**config.mk**
```make
export PLATFORM = sky130hd
export DESIGN_NAME = minority_tester_flat
export DESIGN_NICKNAME = d
export VERILOG_FILES = /design/src/rtl/minority_tester_if.sv /design/src/rtl/minority_tester.sv /design/src/flat_wrapper.sv
export SDC_FILE = /design/constraint.sdc
export NUM_CORES = 1
export LEC_CHECK = 0
export ABC_AREA = 1
export CAP_MARGIN = 25
export CORE_UTILIZATION = 40
export CTS_CLUSTER_DIAMETER = 120
export CTS_CLUSTER_SIZE = 8
export DETAILED_ROUTE_END_ITERATION = 10
export HOLD_SLACK_MARGIN = 0.08
export PLACE_DENSITY = 0.73
export SYNTH_ARGS = -nofsm -noshare
export SYNTH_HDL_FRONTEND = slang
export SYNTH_SLANG_ARGS = --single-unit
```
**constraint.sdc**
```tcl
create_clock -name clk -period 1.6 [get_ports clk]
set_input_delay 0.4 -clock clk [delete_from_list [all_inputs] [get_ports clk]]
set_output_delay 0.4 -clock clk [all_outputs]
set_load 0.01 [all_outputs]
```
**src/rtl/minority_tester_if.sv**
```systemverilog
// Signal bundle between the minority-gate tester and the gate under test / operator.
// master: tester side (takes start and y, drives the gate inputs and the result flags).
// slave : environment side (drives start and y, observes gate inputs and results).
interface minority_tester_if;
   logic       start;       // begin a run (honoured only when the tester is idle or done)
   logic       y;           // output of the gate under test
   logic       a;           // gate input a (vector bit 2)
   logic       b;           // gate input b (vector bit 1)
   logic       c;           // gate input c (vector bit 0)
   logic       busy;        // run in progress
   logic       done;        // run finished, results valid
   logic       pass;        // no vector failed (valid with done)
   logic [3:0] err_count;   // number of failing vectors, 0..8
   logic [7:0] err_vec;     // bit i set when vector i failed
   logic [2:0] first_fail;  // lowest failing vector, 0 when none failed

   modport master (
      input  start, y,
      output a, b, c, busy, done, pass, err_count, err_vec, first_fail
   );

   modport slave (
      output start, y,
      input  a, b, c, busy, done, pass, err_count, err_vec, first_fail
   );
endinterface

```
**src/rtl/minority_tester.sv**
```systemverilog
// On-board tester: steps a 3-input minority gate through vectors 0..7, samples y after a settle time.
// Ports: clk/reset (async, active-high) plain; everything else via minority_tester_if.master.
// Latency: start edge to done is 8*(SETTLE_CYCLES+1) edges; start is ignored while a run is busy.
module minority_tester #(
   parameter int unsigned SETTLE_CYCLES = 4   // cycles each vector is held before y is sampled, 1..255
) (
   input  logic              clk,
   input  logic              reset,
   minority_tester_if.master bus
);

   typedef enum logic [1:0] {S_IDLE, S_APPLY, S_CHECK, S_DONE} state_t;

   // Expected minority output indexed by the vector {a,b,c}.
   localparam logic [7:0] EXP_MAP  = 8'b0001_0111;
   localparam logic [7:0] CNT_LAST = 8'(SETTLE_CYCLES - 1);

   state_t     r_state;
   state_t     w_state_nxt;

   logic [2:0] r_vec;
   logic [7:0] r_cnt;
   logic       r_busy;
   logic       r_done;
   logic       r_pass;
   logic [3:0] r_err_count;
   logic [7:0] r_err_vec;
   logic [2:0] r_first_fail;

   logic       w_launch;    // start accepted this edge
   logic       w_check;     // this edge samples y
   logic       w_finish;    // this edge checks the last vector
   logic       w_mismatch;

   // y is compared with !== so an undriven or X gate counts as a failure in simulation.
   assign w_mismatch = (bus.y !== EXP_MAP[r_vec]);

   // State register
   always_ff @(posedge clk or posedge reset) begin
      if (reset) begin
         r_state <= S_IDLE;
      end else begin
         r_state <= w_state_nxt;
      end
   end

   // Next-state logic
   always_comb begin
      w_state_nxt = r_state;
      case (r_state)
         S_IDLE,
         S_DONE:  if (bus.start) w_state_nxt = S_APPLY;
         S_APPLY: if (r_cnt == CNT_LAST) w_state_nxt = S_CHECK;
         S_CHECK: w_state_nxt = (r_vec == 3'd7) ? S_DONE : S_APPLY;
         default: w_state_nxt = S_IDLE;
      endcase
   end

   // Output/control decode
   always_comb begin
      w_launch = 1'b0;
      w_check  = 1'b0;
      w_finish = 1'b0;
      case (r_state)
         S_IDLE,
         S_DONE:  w_launch = bus.start;
         S_CHECK: begin
            w_check  = 1'b1;
            w_finish = (r_vec == 3'd7);
         end
         default: ;
      endcase
   end

   // Registered datapath and result flags
   always_ff @(posedge clk or posedge reset) begin
      if (reset) begin
         r_vec        <= 3'd0;
         r_cnt        <= 8'd0;
         r_busy       <= 1'b0;
         r_done       <= 1'b0;
         r_pass       <= 1'b0;
         r_err_count  <= 4'd0;
         r_err_vec    <= 8'd0;
         r_first_fail <= 3'd0;
      end else if (w_launch) begin
         r_vec        <= 3'd0;
         r_cnt        <= 8'd0;
         r_busy       <= 1'b1;
         r_done       <= 1'b0;
         r_pass       <= 1'b0;
         r_err_count  <= 4'd0;
         r_err_vec    <= 8'd0;
         r_first_fail <= 3'd0;
      end else if (r_state == S_APPLY) begin
         r_cnt <= r_cnt + 8'd1;
      end else if (w_check) begin
         if (w_mismatch) begin
            r_err_vec[r_vec] <= 1'b1;
            r_err_count      <= r_err_count + 4'd1;
            if (r_err_count == 4'd0) begin
               r_first_fail <= r_vec;
            end
         end
         if (w_finish) begin
            r_busy <= 1'b0;
            r_done <= 1'b1;
            // Includes the verdict on vector 7, which lands on this same edge.
            r_pass <= (r_err_count == 4'd0) && !w_mismatch;
         end else begin
            r_vec <= r_vec + 3'd1;
            r_cnt <= 8'd0;
         end
      end
   end

   assign bus.a          = r_vec[2];
   assign bus.b          = r_vec[1];
   assign bus.c          = r_vec[0];
   assign bus.busy       = r_busy;
   assign bus.done       = r_done;
   assign bus.pass       = r_pass;
   assign bus.err_count  = r_err_count;
   assign bus.err_vec    = r_err_vec;
   assign bus.first_fail = r_first_fail;

endmodule

```
**src/flat_wrapper.sv**
```systemverilog
// flat-port wrapper written by rule: the top's interface ports become plain ports
module minority_tester_flat 
#(
   parameter int unsigned SETTLE_CYCLES = 4                                                            
)
  (clk, reset, bus_start, bus_y, bus_a, bus_b, bus_c, bus_busy, bus_done, bus_pass, bus_err_count, bus_err_vec, bus_first_fail);
  minority_tester_if bus_i ();
  input  logic clk;
  input  logic reset;
  input wire logic [$bits(bus_i.start)-1:0] bus_start;
  input wire logic [$bits(bus_i.y)-1:0] bus_y;
  output wire logic [$bits(bus_i.a)-1:0] bus_a;
  output wire logic [$bits(bus_i.b)-1:0] bus_b;
  output wire logic [$bits(bus_i.c)-1:0] bus_c;
  output wire logic [$bits(bus_i.busy)-1:0] bus_busy;
  output wire logic [$bits(bus_i.done)-1:0] bus_done;
  output wire logic [$bits(bus_i.pass)-1:0] bus_pass;
  output wire logic [$bits(bus_i.err_count)-1:0] bus_err_count;
  output wire logic [$bits(bus_i.err_vec)-1:0] bus_err_vec;
  output wire logic [$bits(bus_i.first_fail)-1:0] bus_first_fail;
  assign bus_i.start = bus_start;
  assign bus_i.y = bus_y;
  assign bus_a = bus_i.a;
  assign bus_b = bus_i.b;
  assign bus_c = bus_i.c;
  assign bus_busy = bus_i.busy;
  assign bus_done = bus_i.done;
  assign bus_pass = bus_i.pass;
  assign bus_err_count = bus_i.err_count;
  assign bus_err_vec = bus_i.err_vec;
  assign bus_first_fail = bus_i.first_fail;
  minority_tester #(.SETTLE_CYCLES(SETTLE_CYCLES)) u_core (.clk(clk), .reset(reset), .bus(bus_i));
endmodule
```
* Yosys cells after proc, flatten, opt, wreduce, memory -nomap -nowiden *
Memory sizes are Yosys's and may differ from the RTL's.
Cells that the tools add are included.
W data, S select, Z words.

word-level totals
  register bits after elaboration = 31
  bits in latches = 0
  bits in writable memories = 0
  bits in read-only memories = 8
  output and inout bits = 21
  word-level logic and storage cells = 87
  memories kept = 1

cells by class
  add/subtract/negate cells = 3
  multipliers = 0
  divide/modulo/power cells = 0
  magnitude comparators = 2
  equal/unequal tests = 11
  shift operators = 0
  multiplexer cells = 43
  bitwise logic cells = 1
  reductions and logical operators = 17

memory list
  memory            words  width  rd ports  clocked after Yosys merged registers in  wr ports  RTL line               source
  (name not given)  8      1      1         0                                        0         minority_tester.sv:36  assign w_mismatch = (bus.y !== EXP_MAP[r_vec]);

operator list
  kind                   count
  $mux W8                8
  $mux W3                9
  $mux W1                17
  $mux W4                4
  $reduce_and A3 Y1      3
  $add A8 B1 Y8 const B  1
  $eq A8 B2 Y1 const B   1
  $or A8 B8 Y8           1
  $reduce_bool A2 Y1     4
  $mux W2                3
  $ne A2 B1 Y1 const B   3
  $pmux W2 S3            1
  $add A4 B1 Y4 const B  1
  $eq A2 B2 Y1 const B   2
  $logic_not A4 Y1       1
  $lt A3 B4 Y1 const B   1
  $reduce_and A2 Y1      2
  $reduce_and A4 Y1      1
  $add A3 B1 Y3 const B  1
  $demux W1 S3           1
  $eq A3 B3 Y1 const B   1
  $ge A3 B1 Y1 const B   1
  $ne A3 B2 Y1 const B   1
  $reduce_bool A3 Y1     1
  other kinds (7)        8

* Depth between registers and ports, before layout *
Gate-level depths: netlist (run 1).

  depth after elaboration = 9
  mapped depth = 10

* Worst setup path before layout (run 1) *
Ideal clock, no wire load.

  path kind = register to register
  start = reg u_core.r_state[0]
  end = reg u_core.r_err_count[2] (netlist: u_core.bus.err_count[2])
  library setup time = 0.118 ns
  data arrival time = 1.432 ns
  path slack = 0.050 ns
  stages on the path, launching flop included = 10
  period minus slack after synthesis = 1.550 ns
  cell sequence = dfrtp_1 inv_1 ha_1 nand2_2 clkinv_2 nand2_4 nand2_4 nand2_4 buf_6 o21ai_2

between the ends
  cells in the longest elaborated chain, start to end = 5
  elaborated cells between the ends (all ways) = 12
  those cells by class = eq/ne (4); mux (3); reduce/logical (5)

RTL lines
  what                                                                 RTL line                source
  start: declaration                                                   minority_tester.sv:18   state_t r_state;
  start signal: assignment                                             minority_tester.sv:43   r_state <= w_state_nxt;
  $eq A2 B2 Y1 or $logic_not A2 Y1 (tied branches)                     minority_tester.sv:64   case (r_state)
  $reduce_or A2 Y1                                                     minority_tester.sv:64
  $mux W1                                                              minority_tester.sv:64
  $ne A2 B1 Y1 (no source line) or $reduce_bool A2 Y1 (tied branches)  -
  $reduce_and A3 Y1 (no source line)                                   -
  end signal: assignment                                               minority_tester.sv:100  r_err_count <= r_err_count + 4'd1;
  end: declaration                                                     minority_tester.sv:26   logic [3:0] r_err_count;

Several ways; a longest one is shown, not always the timed one.
A chain may end at the register's enable or synchronous reset.

* Worst setup path in the final report (run 1) *
  start = reg u_core.r_err_count[0] (netlist: u_core.bus.err_count[0])
  end = out bus_err_count[0]

RTL lines
  what              RTL line            source
  end: declaration  flat_wrapper.sv:18  output wire logic [$bits(bus_i.err_count)-1:0] bus_err_count;

No word-level cell between the ends.

==> results of run 1 <==
[cell usage after synthesis]
cell	instances
clkinv_2	1
ha_1	9
nand4_1	6
a21oi_2	1
o21bai_1	1
a21o_1	1
nor2_1	19
dfrtp_1	31
nand2_1	68
nand3_1	10
nand2_4	3
xor2_1	1
nand3_2	2
o21ai_2	11
nor3_1	1
nand2_2	3
inv_2	2
inv_1	20
xnor2_1	1
a21oi_1	4
buf_6	3
o21ai_1	6
o21ai_0	6
[layer usage]
metal	vias to the layer above	wire length, µm	global-route usage
li1	796	-	-
met1	726	1660	0.213
met2	37	2060	0.325
met3	10	178	0.0456
met4	0	77	0.0798
met5	-	0	0
[where the power goes]
part | leakage [nW] | switching (mW) | internal, mW
Sequential | 0.411 | 0.147 | 1.00
Clock | 0.0612 | 0.298 | 0.503
Combinational | 0.985 | 1.46 | 1.20
Total | 1.46 | 1.91 | 2.70
[kinds of logic after synthesis]
logic type                 synth area share
buffers and inverters                0.0706
AOI/OAI and AO/OA                     0.116
and+or+nand+nor                       0.286
DFF                                   0.451
adders and majority gates            0.0655
xor gates and xnor gates             0.0102
[repair_timing]
item,in CTS,in global routing
hold buffers,0,0
gates cloned,1,0
resized for setup,9,40
pin swaps,2,1
setup endpoints to repair,18,33
buffers inserted,9,0
[metrics by stage]
step | setup WS [ps] | std cells
2_1_floorplan | 49.8 | 210
3_3_place_gp | -112 | 301
3_5_place_dp | -132 | 301
4_1_cts | 0.630 | 319
5_1_grt | -5.80 | 319
6_report | 42.2 | 319
[layout make-up]
cell class / count / area [µm²] / share of cell area
flip-flops and latches: 31 / 777 / 0.309
repair buffers: 53 / 514 / 0.204
multi-input cells: 154 / 950 / 0.378
clock inverters: 2 / 35.0 / 0.0139
clock buffers: 6 / 82.6 / 0.0328
well taps: 50 / 62.6 / 0.0249
inverters: 23 / 93.8 / 0.0373
[registers in the layout, indices dropped and copies added, names as in the netlist, 2 cells and up]
name / count
u_core.r_cnt: 8
u_core.bus.first_fail: 3
u_core.r_state: 2
u_core.bus.err_count: 4
u_core.bus.err_vec: 8
u_core.r_vec: 3
[worst max-delay path by stage]
stage,from,end,cells past startpoint
6_report,u_core.bus.err_count[0]$_DFFE_PP0P_,bus_err_count[0],1
5_1_grt,u_core.r_state[0]$_DFFE_PP0P_,u_core.r_cnt[4]$_DFFE_PP0P_,10
4_1_cts,u_core.bus.err_count[1]$_DFFE_PP0P_,bus_err_count[1],1
3_5_place_dp,bus_start,u_core.bus.err_count[2]$_DFFE_PP0P_,7
3_3_place_gp,bus_start,u_core.bus.err_count[2]$_DFFE_PP0P_,7
2_1_floorplan,u_core.r_state[0]$_DFFE_PP0P_,u_core.bus.err_count[2]$_DFFE_PP0P_,9
[tightest hold or removal path: stages]
cell and delay, ps:
clkdlybuf4s50_1 400, inv_1 90, buf_12 210
==> impl_metrics.py, run 1 <==
metrics = {
    "floorplan": {
        "die_h_um": 67.6,
        "initial_core_util": 0.424,
        "num_rows": 23,
        "die_x_um": 67.6,
        "ios": 25,
        "die_area_mm2": 0.00456,
        "design.core.area_mm2": 0.00406,
    },
    "clock_tree": {
        "clkTransAtPathRegs_ps": 70,
        "root_buffer": "clkbuf_8",
        "clk_path_buf_depth": 2,
        "clkLatencyLatePin_ps": 290,
        "cts_tree": "built",
        "cts_max_level": 2,
        "cts_made_buffers": 5,
        "clkSinkCount": 31,
    },
    "placed_design": {
        "hpwl_um": 2540,
        "place_area_mm2": 0.00215,
        "io_buffers": 24,
        "place_congestion": 0.843,
    },
    "logic_synthesis": {
        "synth_top_area_frac": 0.451,
        "ys_ff_latch": 31,
        "syn-instance-count": 210,
        "synth_area_leader_cell": "dfrtp_1",
        "synth.distinct_cells": 23,
        "synth_area_leaders": "dfrtp_1 (45%), nand2_1 (15%), ha_1 (6.6%), o21ai_2 (5.6%), inv_1 (4.4%)",
        "netlist_area_mm2": 0.00172,
        "synth_area_per_cell_um2": 8.19,
        "syn-num-nets": 223,
        "yosys_warnings": 0,
        "seq_area_frac_synth": 0.451,
    },
    "route": {
        "drt_wl_total_um": 3980,
        "vias": 1569,
        "drt-initial-drc-count": 91,
        "drc_errors": 0,
        "drt-vias-per-instance": 4.92,
        "ant_nets": 0,
        "wl_per_cell_um": 12.5,
        "first_pass_iters": 4,
    },
    "critical_path": {
        "critPathBufInv": 1,
        "cp.arrival_ps": 1160,
        "cp-start-kind": "flop",
        "worstSetupEndpointType": "primary output",
        "worstSetupPathType": "flop to primary output",
        "timing.rr.end": "u_core.bus.first_fail[2]$_DFFE_PP0P_",
        "crit_family": "buffers and inverters",
        "timing.rr.start": "u_core.r_vec[0]$_DFFE_PP0P_",
        "cp_max_fo": 2,
        "path_cells": "clkdlybuf4s50_1",
        "reg2reg_setup_slack_ps": 80,
        "cpMaxStageDelayCell": "clkdlybuf4s50_1",
        "critPathMaxStageDelay_ps": 530,
        "required_ps": 1200,
        "rr_worst_depth": 9,
    },
    "sta": {
        "post-route-period-util": 0.974,
        "tightestPinTransition_ps": 234,
        "slew_headroom": 0.844,
        "drv_slew": 0,
        "tns_ps": 0,
        "fmax_mhz": 642,
        "hold_violations": 0,
        "setup_viol": 0,
        "finClkSkew_ps": 5.04,
        "fin_hold_ws_ps": 454,
        "period_minus_slack_ps": 1560,
    },
    "finish": {
        "num_antenna_cells": 0,
        "layout_commonest_cell": "nand2_1",
        "drive_above_1_share": 0.286,
        "fillers": 338,
        "final_cell_mix": "nand2_1 (64), dfrtp_1 (30), buf_4 (26), nor2_1 (19), inv_1 (18)",
        "final_area_mm2": 0.00251,
        "nets": 281,
        "postLayoutCoreUtil": 0.620,
        "area_growth_pct": 46.3,
    },
    "global_route": {
        "antenna_found_initial": 0,
        "grt_pass1_wl_um": 6180,
        "grtUsageTotal": 0.186,
        "grt_max_degree": 32,
        "grt_overflow_total": 0,
        "first_global_vias": 1470,
    },
    "power_and_ir_drop": {
        "finalPower_mw": 4.61,
        "p_leak_nw": 1.46,
        "powerDensity_mw_per_mm2": 1830,
        "peakVddDrop_uv": 1140,
    },
    "worst_hold_path": {
        "hold_path.class": "input port to asynchronous set/reset pin",
    },
    "job": {
        "cap_violations": 0,
    },
    "outcome": {
        "outcome": "completed",
    },
}
Note: power is estimated with default switching activity, not from simulation.
==> run 2, diff against run 1 <==
PLACE_DENSITY = 0.71   (was 0.73)
clock period = 1.71 ns   (was 1.6 ns; I/O delays follow)
==> run 2 against run 1 <==
Power decreased by 18%. Non-clock buffer count is 10 lower. Sequential power is 5% lower. Critical path type unchanged. Largest cell class unchanged. Highest routed layer unchanged.
==> impl_metrics.py, run 2 (same netlist as run 1, synthesis figures left out) <==
metrics = {
    "outcome": {
        "outcome": "completed",
    },
    "finish": {
        "seq_area_um2": 778,
        "final_cell_count_no_fill": 308,
        "nets": 270,
        "area_growth_pct": 31.3,
        "final_cell_mix": "nand2_1 (67), dfrtp_1 (29), clkdlybuf4s50_1 (21), inv_1 (20)",
        "multiInputGateArea_um2": 846,
        "num_antenna_cells": 0,
        "final_area_mm2": 0.00226,
        "layout_commonest_cell": "nand2_1",
        "fillers": 388,
        "drive_above_1_share": 0.205,
    },
    "route": {
        "ant_nets": 0,
        "drt-initial-drc-count": 76,
        "drc_errors": 0,
        "first_pass_iters": 4,
        "wl_per_cell_um": 11.0,
        "drt_wl_total_um": 3380,
        "vias": 1433,
        "drt-vias-per-instance": 4.65,
    },
    "floorplan": {
        "initial_core_util": 0.424,
        "ios": 25,
        "die_h_um": 67.6,
        "num_rows": 23,
        "die_area_mm2": 0.00456,
        "die_x_um": 67.6,
        "design.core.area_mm2": 0.00406,
    },
    "critical_path": {
        "cpMaxStageDelayCell": "clkdlybuf4s50_1",
        "worstSetupEndpointType": "primary output",
        "required_ps": 1280,
        "critPathBufInv": 1,
        "path_cells": "clkdlybuf4s50_1",
        "cp_max_fo": 5,
        "critPathMaxStageDelay_ps": 550,
        "reg2reg_setup_slack_ps": 120,
        "crit_family": "buffers and inverters",
        "cp-start-kind": "flop",
        "cp.arrival_ps": 1220,
        "worstSetupPathType": "flop to primary output",
    },
    "placed_design": {
        "pre_cts_slack_ps": -13.4,
        "io_buffers": 24,
        "place_congestion": 0.833,
        "dp_cells": 297,
        "place_area_mm2": 0.00211,
        "hpwl_um": 2520,
    },
    "sta": {
        "hold_violations": 0,
        "drv_slew": 0,
        "post-route-period-util": 0.966,
        "tightestPinTransition_ps": 386,
        "slew_headroom": 0.742,
        "setup_viol": 0,
        "rsz0062_at_grt": "false",
        "fmax_mhz": 605,
        "fin_hold_ws_ps": 477,
        "finClkSkew_ps": 6.82,
        "period_minus_slack_ps": 1650,
        "fin_ws_ps": 57.9,
    },
    "global_route": {
        "grt_max_degree": 32,
        "grt_pass1_wl_um": 5610,
        "antenna_found_initial": 0,
        "grtUsageTotal": 0.167,
        "grt_overflow_total": 0,
        "first_global_vias": 1283,
    },
    "clock_tree": {
        "cts_max_level": 2,
        "clk_path_buf_depth": 2,
        "clkTransAtPathRegs_ps": 60,
        "clkSinkCount": 31,
        "root_buffer": "clkbuf_8",
        "cts_made_buffers": 5,
        "clkLatencyLatePin_ps": 280,
        "cts_tree": "built",
    },
    "power_and_ir_drop": {
        "p_seq_frac": 0.289,
        "powerDensity_mw_per_mm2": 1660,
        "p_leak_nw": 1.13,
        "peakVddDrop_uv": 614,
        "cell_internal_pwr_mw": 2.22,
        "finalPower_mw": 3.76,
        "clkPwrFrac": 0.167,
        "p_sw_mw": 1.53,
        "pwr-share-comb": 0.544,
        "swShare": 0.408,
    },
    "job": {
        "cap_violations": 0,
    },
    "worst_hold_path": {
        "hold_path.class": "flop to flop",
    },
}
-- run 2: final timing paths --
| path | startpoint | end | depth (start not counted) |
|---|---|---|---|
| max in group asynchronous | reset | u_core.r_vec[2]$_DFFE_PP0P_ | 3 |
| min in group asynchronous | reset | u_core.r_state[1]$_DFFE_PP0P_ | 3 |
| max | u_core.bus.err_count[2]$_DFFE_PP0P_ | bus_err_count[2] | 1 |
| min | u_core.bus.first_fail[1]$_DFFE_PP0P_ | u_core.bus.first_fail[1]$_DFFE_PP0P_ | 2 |
| max reg2reg | u_core.r_state[0]$_DFFE_PP0P_ | u_core.bus.first_fail[2]$_DFFE_PP0P_ | 8 |
| min reg2reg | u_core.bus.first_fail[1]$_DFFE_PP0P_ | u_core.bus.first_fail[1]$_DFFE_PP0P_ | 2 |
-- run 2: final cells by class --
type / count / area share
Inverter: 23 / 0.0388
Tap cell: 50 / 0.0277
Multi-Input combinational cell: 153 / 0.375
Timing Repair Buffer: 43 / 0.170
Sequential cell: 31 / 0.345
Clock buffer: 8 / 0.0443
-- run 2: power groups by stage --
stage,Combinational [mW],Clock [mW],Sequential (mW)
2_1_floorplan,1.13,0,1.17
3_3_place_gp,1.92,0,1.10
3_5_place_dp,1.94,0,1.11
4_1_cts,1.94,0.653,1.10
5_1_grt,2.26,0.681,1.12
6_report,2.04,0.628,1.09
-- run 2: worst register-to-register path: stages, from the launching register on --
cell	delay, ps
dfrtp_1	400
inv_1	110
ha_4	230
nand2_2	90
buf_4	160
nand3_2	160
buf_4	190
nand4_1	80
nand2_1	70
-- run 2: metrics by stage --
| stage | util | setup TNS (ps) |
|---|---|---|
| floorplan | - | 0 |
| global placement | 0.520 | 0 |
| detailed placement | 0.520 | -20.5 |
| CTS | 0.544 | 0 |
| global route | 0.556 | 0 |
| finish | 0.556 | 0 |
-- run 2: timing repair --
| action | 4_1_cts | 5_1_grt |
|---|---|---|
| gates resized for setup | 3 | 6 |
| hold buffers | 0 | 0 |
| setup endpoints to repair | 2 | 23 |
| endpoints found under the hold margin | 0 | 0 |
| setup buffers | 0 | 3 |
-- run 2: metal layers --
| layer | track usage | up-vias | wire length [µm] |
|---|---|---|---|
| met4 | 0.0798 | 0 | 36 |
| met5 | 0 | - | 0 |
| met3 | 0.0405 | 4 | 119 |
| met2 | 0.255 | 26 | 1580 |
| li1 | - | 766 | - |
| met1 | 0.219 | 637 | 1650 |
==> run 3, diff against run 2 <==
SKIP_CTS_REPAIR_TIMING = 1   (was unset)
SKIP_LAST_GASP = 1   (was unset)
==> run 3 against run 2 <==
First-iteration DRC count decreased by 7.9%. Power increased by 0.80%. Register-to-register slack about the same. Utilization increased by 0.49 points. Via count increased by 1.5%. Final area increased by 0.89%. Clock skew about the same. Worst setup slack got worse by 5.9 ps. Clock power about the same. Count of clock-buffer cells in the layout unchanged.
==> impl_metrics.py, run 3 (same netlist as run 1, synthesis figures left out) <==
metrics = {
    "power_and_ir_drop": {
        "p_sw_mw": 1.54,
        "powerDensity_mw_per_mm2": 1660,
        "p_seq_frac": 0.286,
        "pwr-share-comb": 0.548,
        "cell_internal_pwr_mw": 2.25,
        "p_leak_nw": 1.15,
        "clkPwrFrac": 0.166,
        "swShare": 0.407,
        "peakVddDrop_uv": 617,
    },
    "finish": {
        "fillers": 384,
        "seq_area_um2": 778,
        "drive_above_1_share": 0.212,
        "multiInputGateArea_um2": 846,
        "layout_commonest_cell": "nand2_1",
        "nets": 272,
        "final_cell_count_no_fill": 310,
        "area_growth_pct": 32.5,
        "num_antenna_cells": 0,
        "final_cell_mix": "nand2_1 (67), dfrtp_1 (29), clkdlybuf4s50_1 (22), buf_4 (21), inv_1 (20)",
        "final_area_mm2": 0.00228,
    },
    "clock_tree": {
        "cts_made_buffers": 5,
        "root_buffer": "clkbuf_8",
        "cts_max_level": 2,
        "clkTransAtPathRegs_ps": 70,
        "clk_path_buf_depth": 2,
        "clkSinkCount": 31,
        "cts_tree": "built",
        "clkLatencyLatePin_ps": 280,
    },
    "job": {
        "cap_violations": 0,
    },
    "placed_design": {
        "io_buffers": 24,
        "place_area_mm2": 0.00211,
        "dp_cells": 297,
        "place_congestion": 0.833,
        "hpwl_um": 2520,
    },
    "critical_path": {
        "crit_family": "buffers and inverters",
        "worstSetupEndpointType": "primary output",
        "required_ps": 1280,
        "timing.rr.end": "u_core.bus.first_fail[2]$_DFFE_PP0P_",
        "cp.arrival_ps": 1230,
        "critPathMaxStageDelay_ps": 550,
        "rr_worst_depth": 8,
        "path_cells": "clkdlybuf4s50_1",
        "cp_max_fo": 5,
        "cpMaxStageDelayCell": "clkdlybuf4s50_1",
        "worstSetupPathType": "flop to primary output",
        "cp-start-kind": "flop",
        "timing.rr.start": "u_core.r_state[0]$_DFFE_PP0P_",
        "reg2reg_setup_slack_ps": 120,
        "critPathBufInv": 1,
    },
    "global_route": {
        "antenna_found_initial": 0,
        "grt_pass1_wl_um": 5600,
        "first_global_vias": 1279,
        "grt_max_degree": 32,
        "grt_overflow_total": 0,
        "grtUsageTotal": 0.167,
    },
    "sta": {
        "tightestPinTransition_ps": 388,
        "rsz0062_at_grt": "false",
        "finClkSkew_ps": 6.67,
        "drv_slew": 0,
        "fin_hold_ws_ps": 477,
        "fmax_mhz": 603,
        "post-route-period-util": 0.970,
        "tns_ps": 0,
        "setup_viol": 0,
        "slew_headroom": 0.742,
        "hold_violations": 0,
        "period_minus_slack_ps": 1660,
    },
    "floorplan": {
        "die_h_um": 67.6,
        "num_rows": 23,
        "die_x_um": 67.6,
        "design.core.area_mm2": 0.00406,
        "die_area_mm2": 0.00456,
        "ios": 25,
        "initial_core_util": 0.424,
    },
    "route": {
        "drc_errors": 0,
        "drt-vias-per-instance": 4.69,
        "drt-initial-drc-count": 70,
        "ant_nets": 0,
        "drt_wl_total_um": 3400,
        "first_pass_iters": 4,
        "wl_per_cell_um": 11.0,
        "vias": 1455,
    },
    "worst_hold_path": {
        "hold_path.class": "flop to flop",
        "hold_start": "u_core.bus.first_fail[1]$_DFFE_PP0P_",
        "hold_depth": 2,
        "worstHoldEndpoint": "u_core.bus.first_fail[1]$_DFFE_PP0P_",
    },
    "outcome": {
        "outcome": "completed",
    },
}
-- run 3: cell count changes in the layout (fill, tap and decap cells not counted), sizes merged --
cell,before,now
buf,19,21
clkdlybuf4s50,21,22
dlygate4sd2,2,0
dlymetal6s2s,1,2
-- run 3: how the worst max path moves through the flow --
| stage | start | endpoint | slack, ps | cells past startpoint |
|---|---|---|---|---|
| after floorplan | u_core.r_state[0]$_DFFE_PP0P_ | u_core.bus.err_count[2]$_DFFE_PP0P_ | 160 | 9 |
| after global placement | bus_start | u_core.r_cnt[4]$_DFFE_PP0P_ | 2 | 9 |
| after detailed placement | bus_start | u_core.r_cnt[4]$_DFFE_PP0P_ | -10 | 9 |
| after CTS | u_core.r_vec[2]$_DFFE_PP0P_ | bus_a | -90 | 1 |
| after global routing | u_core.r_vec[0]$_DFFE_PP0P_ | u_core.r_cnt[4]$_DFFE_PP0P_ | 4 | 10 |
| final | u_core.r_vec[2]$_DFFE_PP0P_ | bus_a | 50 | 1 |
-- run 3: power by group through the flow --
stage / combinational, mW / clock [mW] / sequential [mW]
after floorplan: 1.13 / 0 / 1.17
after global routing: 2.30 / 0.681 / 1.11
final: 2.08 / 0.628 / 1.08
after detailed placement: 1.94 / 0 / 1.11
after CTS: 1.95 / 0.653 / 1.10
after global placement: 1.92 / 0 / 1.10
-- run 3: cell type report --
type,instances,area share
repair buffers,45,0.177
clock buffers,8,0.0440
well taps,50,0.0275
flip-flops and latches,31,0.342
multi-input cells,153,0.371
inverters,23,0.0385
-- run 3: routing by layer --
layer,GRT usage,vias to the layer above,wire length [µm]
met5,0,-,0
met4,0.0798,0,36
met3,0.0405,4,132
met2,0.252,35,1590
met1,0.220,649,1640
li1,-,767,-
-- run 3: metrics by stage --
stage	setup WS (ps)	util	power (mW)
after floorplan	160	-	2.29
after global placement	1.91	0.520	3.02
after detailed placement	-13.4	0.520	3.05
after CTS	-88.0	0.544	3.70
after global routing	4.08	0.561	4.09
final	52.0	0.561	3.79
